File: config.mk
export PLATFORM = sky130hd
export DESIGN_NAME = uart_tx_framer
export DESIGN_NICKNAME = d
export VERILOG_FILES = /design/src/rtl/uart_tx_framer.sv
export SDC_FILE = /design/constraint.sdc
export NUM_CORES = 1
export LEC_CHECK = 0
export ABC_CLOCK_PERIOD_IN_PS = 2760
export CAP_MARGIN = 5
export CORE_UTILIZATION = 53
export CTS_CLUSTER_DIAMETER = 100
export DETAILED_ROUTE_END_ITERATION = 10
export GPL_TIMING_DRIVEN = 0
export HOLD_SLACK_MARGIN = 0.03
export PLACE_DENSITY = 0.8
export SLEW_MARGIN = 40
export SYNTH_ARGS = -nofsm -noshare
export SYNTH_HDL_FRONTEND = slang
export SYNTH_SLANG_ARGS = --single-unit
File: constraint.sdc
create_clock -name clk -period 2.76 [get_ports clk]
set_clock_uncertainty 0.2 [all_clocks]
set_input_delay 0.552 -clock clk [delete_from_list [all_inputs] [get_ports clk]]
set_output_delay 0.552 -clock clk [all_outputs]
set_load 0.005 [all_outputs]
File: src/rtl/uart_tx_framer.sv
// UART transmit frame sequencer: start, 8 data bits LSB first, optional parity, 1-2 stop bits.
// Each line bit is advanced by baud_tick; parity comes from an external combinational generator.
module uart_tx_framer #(
    parameter int DATA_W = 8
) (
    input  logic              clk,
    input  logic              reset_n,
    input  logic              baud_tick,
    input  logic [DATA_W-1:0] tx_data,
    input  logic              tx_valid,
    output logic              tx_ready,
    input  logic [1:0]        parity_type,
    input  logic              stop_bits,
    output logic [DATA_W-1:0] par_data,
    output logic [1:0]        par_type,
    input  logic              par_bit,
    output logic              tx_out,
    output logic              busy,
    output logic              frame_done
);

    typedef enum logic [2:0] {
        IDLE,
        LOAD,
        START,
        DATA,
        PARITY,
        STOP
    } state_t;

    localparam int CNT_W = $clog2(DATA_W);

    state_t            state;
    logic [DATA_W-1:0] hold;
    logic [DATA_W-1:0] shift;
    logic [1:0]        type_q;
    logic              stop2_q;
    logic [CNT_W-1:0]  bit_cnt;
    logic              stop_cnt;

    logic par_en;
    assign par_en = (type_q == 2'b01) || (type_q == 2'b10);

    // NOTE: every register here is state, so all assignments are non-blocking; the reset
    // covers the data path too because par_data/par_type must read zero after reset.
    always_ff @(posedge clk) begin
        if (!reset_n) begin
            state      <= IDLE;
            hold       <= '0;
            shift      <= '0;
            type_q     <= 2'b00;
            stop2_q    <= 1'b0;
            bit_cnt    <= '0;
            stop_cnt   <= 1'b0;
            tx_out     <= 1'b1;
            frame_done <= 1'b0;
        end else begin
            frame_done <= 1'b0;
            case (state)
                IDLE: begin
                    tx_out <= 1'b1;
                    if (tx_valid) begin
                        hold    <= tx_data;
                        shift   <= tx_data;
                        type_q  <= parity_type;
                        stop2_q <= stop_bits;
                        state   <= LOAD;
                    end
                end
                LOAD: if (baud_tick) begin
                    tx_out <= 1'b0;
                    state  <= START;
                end
                START: if (baud_tick) begin
                    tx_out  <= shift[0];
                    bit_cnt <= '0;
                    state   <= DATA;
                end
                DATA: if (baud_tick) begin
                    shift <= shift >> 1;
                    if (bit_cnt == CNT_W'(DATA_W - 1)) begin
                        bit_cnt  <= '0;
                        stop_cnt <= 1'b0;
                        // The registered line bit doubles as the latched parity bit.
                        if (par_en) begin
                            tx_out <= par_bit;
                            state  <= PARITY;
                        end else begin
                            tx_out <= 1'b1;
                            state  <= STOP;
                        end
                    end else begin
                        tx_out  <= shift[1];
                        bit_cnt <= bit_cnt + 1'b1;
                    end
                end
                PARITY: if (baud_tick) begin
                    tx_out   <= 1'b1;
                    stop_cnt <= 1'b0;
                    state    <= STOP;
                end
                STOP: if (baud_tick) begin
                    tx_out <= 1'b1;
                    if (stop_cnt == stop2_q) begin
                        stop_cnt   <= 1'b0;
                        frame_done <= 1'b1;
                        state      <= IDLE;
                    end else begin
                        stop_cnt <= 1'b1;
                    end
                end
                default: begin
                    tx_out <= 1'b1;
                    state  <= IDLE;
                end
            endcase
        end
    end

    assign tx_ready = (state == IDLE);
    assign busy     = (state != IDLE);
    assign par_data = hold;
    assign par_type = type_q;

endmodule

== Yosys cells after proc, flatten, opt, wreduce, memory -nomap -nowiden ==
Index checks and enable logic that the tools add are counted.

* Bits in read-only memories: 0
* Memory bits (writable): 0
* Bits in latches: 0
* Memories: 0
* Bits of input ports: 16
* Output and inout bits: 14
* Flip-flop bits (word level): 28

* Order comparisons: 0
* Shifts and indexed selects: 0
* $mul: 0
* Divide/modulo/power cells: 0
* Eq/ne operators: 18
* $add $sub $neg: 1
* Multiplexer cells: 30
* Bitwise gates (word level): 0
* Reductions and logical operators: 14

{| class="wikitable"
|+ Operators by type and width
! cell !! number
|-
| $mux 3 || 11
|-
| $pmux 3 s6 || 1
|-
| $mux 8 || 2
|-
| $ne 2x2->1 const B || 8
|-
| $pmux 8 s2 || 1
|-
| $mux 1 || 12
|-
| $eq 3x3->1 const B || 3
|-
| $reduce_and 3->1 || 3
|-
| $reduce_and 8->1 || 1
|-
| $eq 3x2->1 const B || 2
|-
| $pmux 3 s2 || 1
|-
| $reduce_bool 3->1 || 2
|-
| $reduce_and 5->1 || 1
|-
| $pmux 1 s4 || 1
|-
| $reduce_and 4->1 || 1
|-
| $reduce_bool 2->1 || 2
|-
| $add 3x1->3 const B || 1
|-
| $eq 3x1->1 const B || 1
|-
| $logic_not 3->1 || 1
|-
| $pmux 1 s3 || 1
|-
| $eq 2x1->1 const B || 1
|-
| $eq 2x2->1 const B || 1
|-
| $ne 2x1->1 const B || 1
|-
| $reduce_and 2->1 || 1
|-
| 3 further kinds || 3
|}

== Logic depth before layout (Yosys ltp) ==
* Word-level depth: 6
* Depth in mapped cells: 6
* Depth with buffers taken out: 6

== Worst setup path before layout ==
OpenSTA, ideal clock, no wires.

* Path kind: input to register
* From: in baud_tick
* To: reg bit_cnt[0]
* Buffers on the path: 1
* Arrival: 1.233 ns
* Required time: 2.495 ns
* Setup slack: 1.262 ns
* Stages on the path: 5
* Setup time: 0.065 ns
* Cells stage by stage: clkbuf_2 -> nand3b_1 -> nor4_1 -> a21oi_1 -> nor2b_1

* Word-level cells in the longest chain between the ends: 2

{| class="wikitable"
|+ RTL lines
! item !! RTL line !! source
|-
| from (decl) || 8 || <nowiki>input logic baud_tick,</nowiki>
|-
| $ne 2x2->1 (no line) || -- ||
|-
| $reduce_and 3->1 (no line) (*) || -- ||
|-
| to (signal assigned) || 94 || <nowiki>bit_cnt <= bit_cnt + 1'b1;</nowiki>
|-
| to (decl) || 38 || <nowiki>logic [CNT_W-1:0] bit_cnt;</nowiki>
|}

Mark *: on every way between the ends. The rest lies on a longest branch, timed or not.
A chain may end at the register's enable or synchronous reset.

== Worst setup path after layout ==
* From: reg state[1]
* To: out tx_ready

* Word-level cells in the longest chain between the ends: 1

{| class="wikitable"
|+ RTL lines
! item !! RTL line !! source
|-
| from (decl) || 33 || <nowiki>state_t state;</nowiki>
|-
| from (signal assigned) || 48 || <nowiki>state <= IDLE;</nowiki>
|-
| from (signal assigned) || 67 || <nowiki>state <= LOAD;</nowiki>
|-
| from (signal assigned) || 72 || <nowiki>state <= START;</nowiki>
|-
| $logic_not 3->1 || 120 || <nowiki>assign tx_ready = (state == IDLE);</nowiki>
|-
| to (decl) || 11 || <nowiki>output logic tx_ready,</nowiki>
|}

No other way between the ends.

==> metrics.cfg <==
[run_status]
outcome=completed

[layout]
final_nets=213
final_common_cell=nand2_1
layout_common_cells=nand2_1 (41), dfxtp_1 (28), clkdlybuf4s50_1 (27), a21oi_1 (8), o21ai_0 (8)
nFillCells=219
drive_gt1_frac=0.0881
diodes=0
design_area_sq_um=1720
syn2layout_area_growth_pct=26.5

[floorplan]
start_util=0.555
core.rowCount=18
core-area_sq_um=2450
die_h_um=52.7
dieArea_sq_um=2780
die_w_um=52.7
ioPinCount=30

[place]
gp_congestion=0.921
hpwl_um=2240
portBuffers=27
placed_area_sq_um=1670
place_ws_ns=0.572

[logic_synthesis]
syn_area_sq_um=1360
synth_seq_cells=28
ys_warn_count=0
seq_area_frac_synth=0.412
ys_types=37
syn_nets=181
netlist_instances=162
avgSynthCellArea_sq_um=8.40

[sta]
fin_crit_sh=0.848
max_freq_ghz=0.427
hold_viol=0
tightest_slew_ns=0.384
rsz0062_at_grt=false
slew_viol_final=0
setup_violations=0
finalSetupTns_ns=0
min_period_ns=2.34
relSlewSlack=0.744
setup_slack_ns=0.419

[power]
p_switching_uw=286
total_power_mw=1.02
power_density_nw_per_um2=591
combPwrFrac=0.267
clkPwrFrac=0.267
p_leak_nw=0.674
switching_share=0.281
seqPwrFrac=0.466
irDropWorstVdd_mv=0.457
p_int_uw=731

[critical_path]
startpoint_type=flip-flop
cp_max_fo=6
crit_type=reg -> out
critPathArrivalTime_ns=1.59
end_kind=output port
crit_required_ns=2.01

[clock_tree]
max-clock-path-buffers=2
cts_resized=0
cts_root_buffer=clkbuf_4
clock_sinks=28
cts_buffers=3
htree_levels=1
cts_tree=built
cts_setup_buffers=0
clock_latency_ns=0.33
hold_buffers=0
cts.clk_slew.worst_paths_ns=0.15

[detailed_routing]
drt_pre_antenna_iters=4
ant_nets=0
wl_per_cell_um=13.6
drc=0
vias=1218
drt-total-wl_um=3030
viasPerCell=5.46
initialDrtViolationCount=40

[hold_path]
hold_path.class=reg -> reg

[global_routing]
track_usage=0.244
grt_pass1_wl_um=4970
grt_pass1_vias=1092
grt_antenna_before_repair=0
grt_max_degree=17
globalRouteOverflowTotal=0

[job]
maxCapViolations=0

-- state kept, by name (all words and copies together), names as in the netlist --
signal / cells
par_data: 8
shift: 8
bit_cnt: 3
state: 3
par_type: 2
frame_done: 1
stop2_q: 1
stop_cnt: 1
tx_out: 1
-- metal layers --
| metal | share of wire | wire, um | global-route usage |
|---|---|---|---|
| met1 | 0.48 | 1450 | 0.329 |
| met2 | 0.47 | 1440 | 0.386 |
| met3 | 0.039 | 119 | 0.0377 |
| met4 | 0.0066 | 20 | 0.0965 |
| met5 | 0 | 0 | 0 |
-- through the flow --
| step | hold WS (ns) | cells | util |
|---|---|---|---|
| detailed placement | 0.246 | 219 | 0.680 |
| CTS | 0.266 | 223 | 0.701 |
| finish | 0.260 | 223 | 0.701 |
| global route | 0.286 | 223 | 0.701 |
| global placement | 0.240 | 219 | 0.680 |
| floorplan | 0.248 | 162 | - |
-- cells in the mapped netlist --
cell	number	area, sq um
a21boi_0	6	45.0
a21boi_1	7	52.6
a21o_4	1	15.0
a21oi_1	8	40.0
a31oi_1	7	43.8
a32oi_1	3	26.3
and2_1	1	6.26
and3b_1	1	8.76
and4b_1	1	10.0
buf_2	3	15.0
buf_4	3	22.5
buf_6	1	11.3
clkbuf_1	3	11.3
clkbuf_2	1	5.00
dfxtp_1	28	561
ha_1	3	37.5
inv_1	5	18.8
nand2_1	41	154
nand2b_1	3	18.8
nand3_1	3	15.0
nand3b_1	1	7.51
nand3b_4	1	20.0
nor2_1	1	3.75
nor2b_1	6	37.5
nor2b_2	1	8.76
nor3_2	1	10.0
nor3b_1	1	7.51
nor4_1	2	12.5
nor4b_1	1	8.76
nor4b_4	1	23.8
o2111ai_1	1	8.76
o21ai_0	8	40.0
o21ai_1	3	15.0
o221ai_1	1	8.76
o31ai_1	1	7.51
or3_1	1	6.26
xnor2_1	2	17.5
-- kinds of logic after synthesis --
kind of cell | count (synthesis) | share of synthesized area
and+or+nand+nor | 67 | 0.264
buffers and inverters | 16 | 0.0616
AOI/OAI and AO/OA | 46 | 0.222
DFF | 28 | 0.412
adders and majority gates | 3 | 0.0276
xor gates and xnor gates | 2 | 0.0129
-- layout make-up --
type | instances | area (sq um) | share of cell area
plain buffers | 11 | 65.1 | 0.0378
repair buffers | 27 | 270 | 0.157
multi-input cells | 118 | 717 | 0.416
clock inverters | 1 | 30.0 | 0.0174
clock buffers | 3 | 22.5 | 0.0131
inverters | 5 | 18.8 | 0.0109
well taps | 30 | 37.5 | 0.0218
flip-flops and latches | 28 | 561 | 0.326
-- path summary, 6_finish.rpt --
kind	start	endpoint	slack, ns	cells past startpoint
max	state[1]	tx_ready	0.42	2
min	par_data[5]	par_data[5]	0.26	2
max reg2reg	bit_cnt[0]	state[0]	1.09	6
min reg2reg	par_data[5]	par_data[5]	0.26	2
-- worst max-delay path, stage by stage, from the launching register on --
cell and delay, ns:
dfxtp_1 0.41, nor3_2 0.30, clkdlybuf4s50_1 0.55
-- power groups by stage --
stage / sequential, mW / combinational (mW) / clock [mW]
2_1_floorplan: 0.479 / 0.163 / 0
3_3_place_gp: 0.480 / 0.264 / 0
3_5_place_dp: 0.482 / 0.272 / 0
4_1_cts: 0.474 / 0.272 / 0.273
5_1_grt: 0.478 / 0.303 / 0.287
6_report: 0.474 / 0.271 / 0.272
Note: power is estimated with default switching activity, not from simulation.
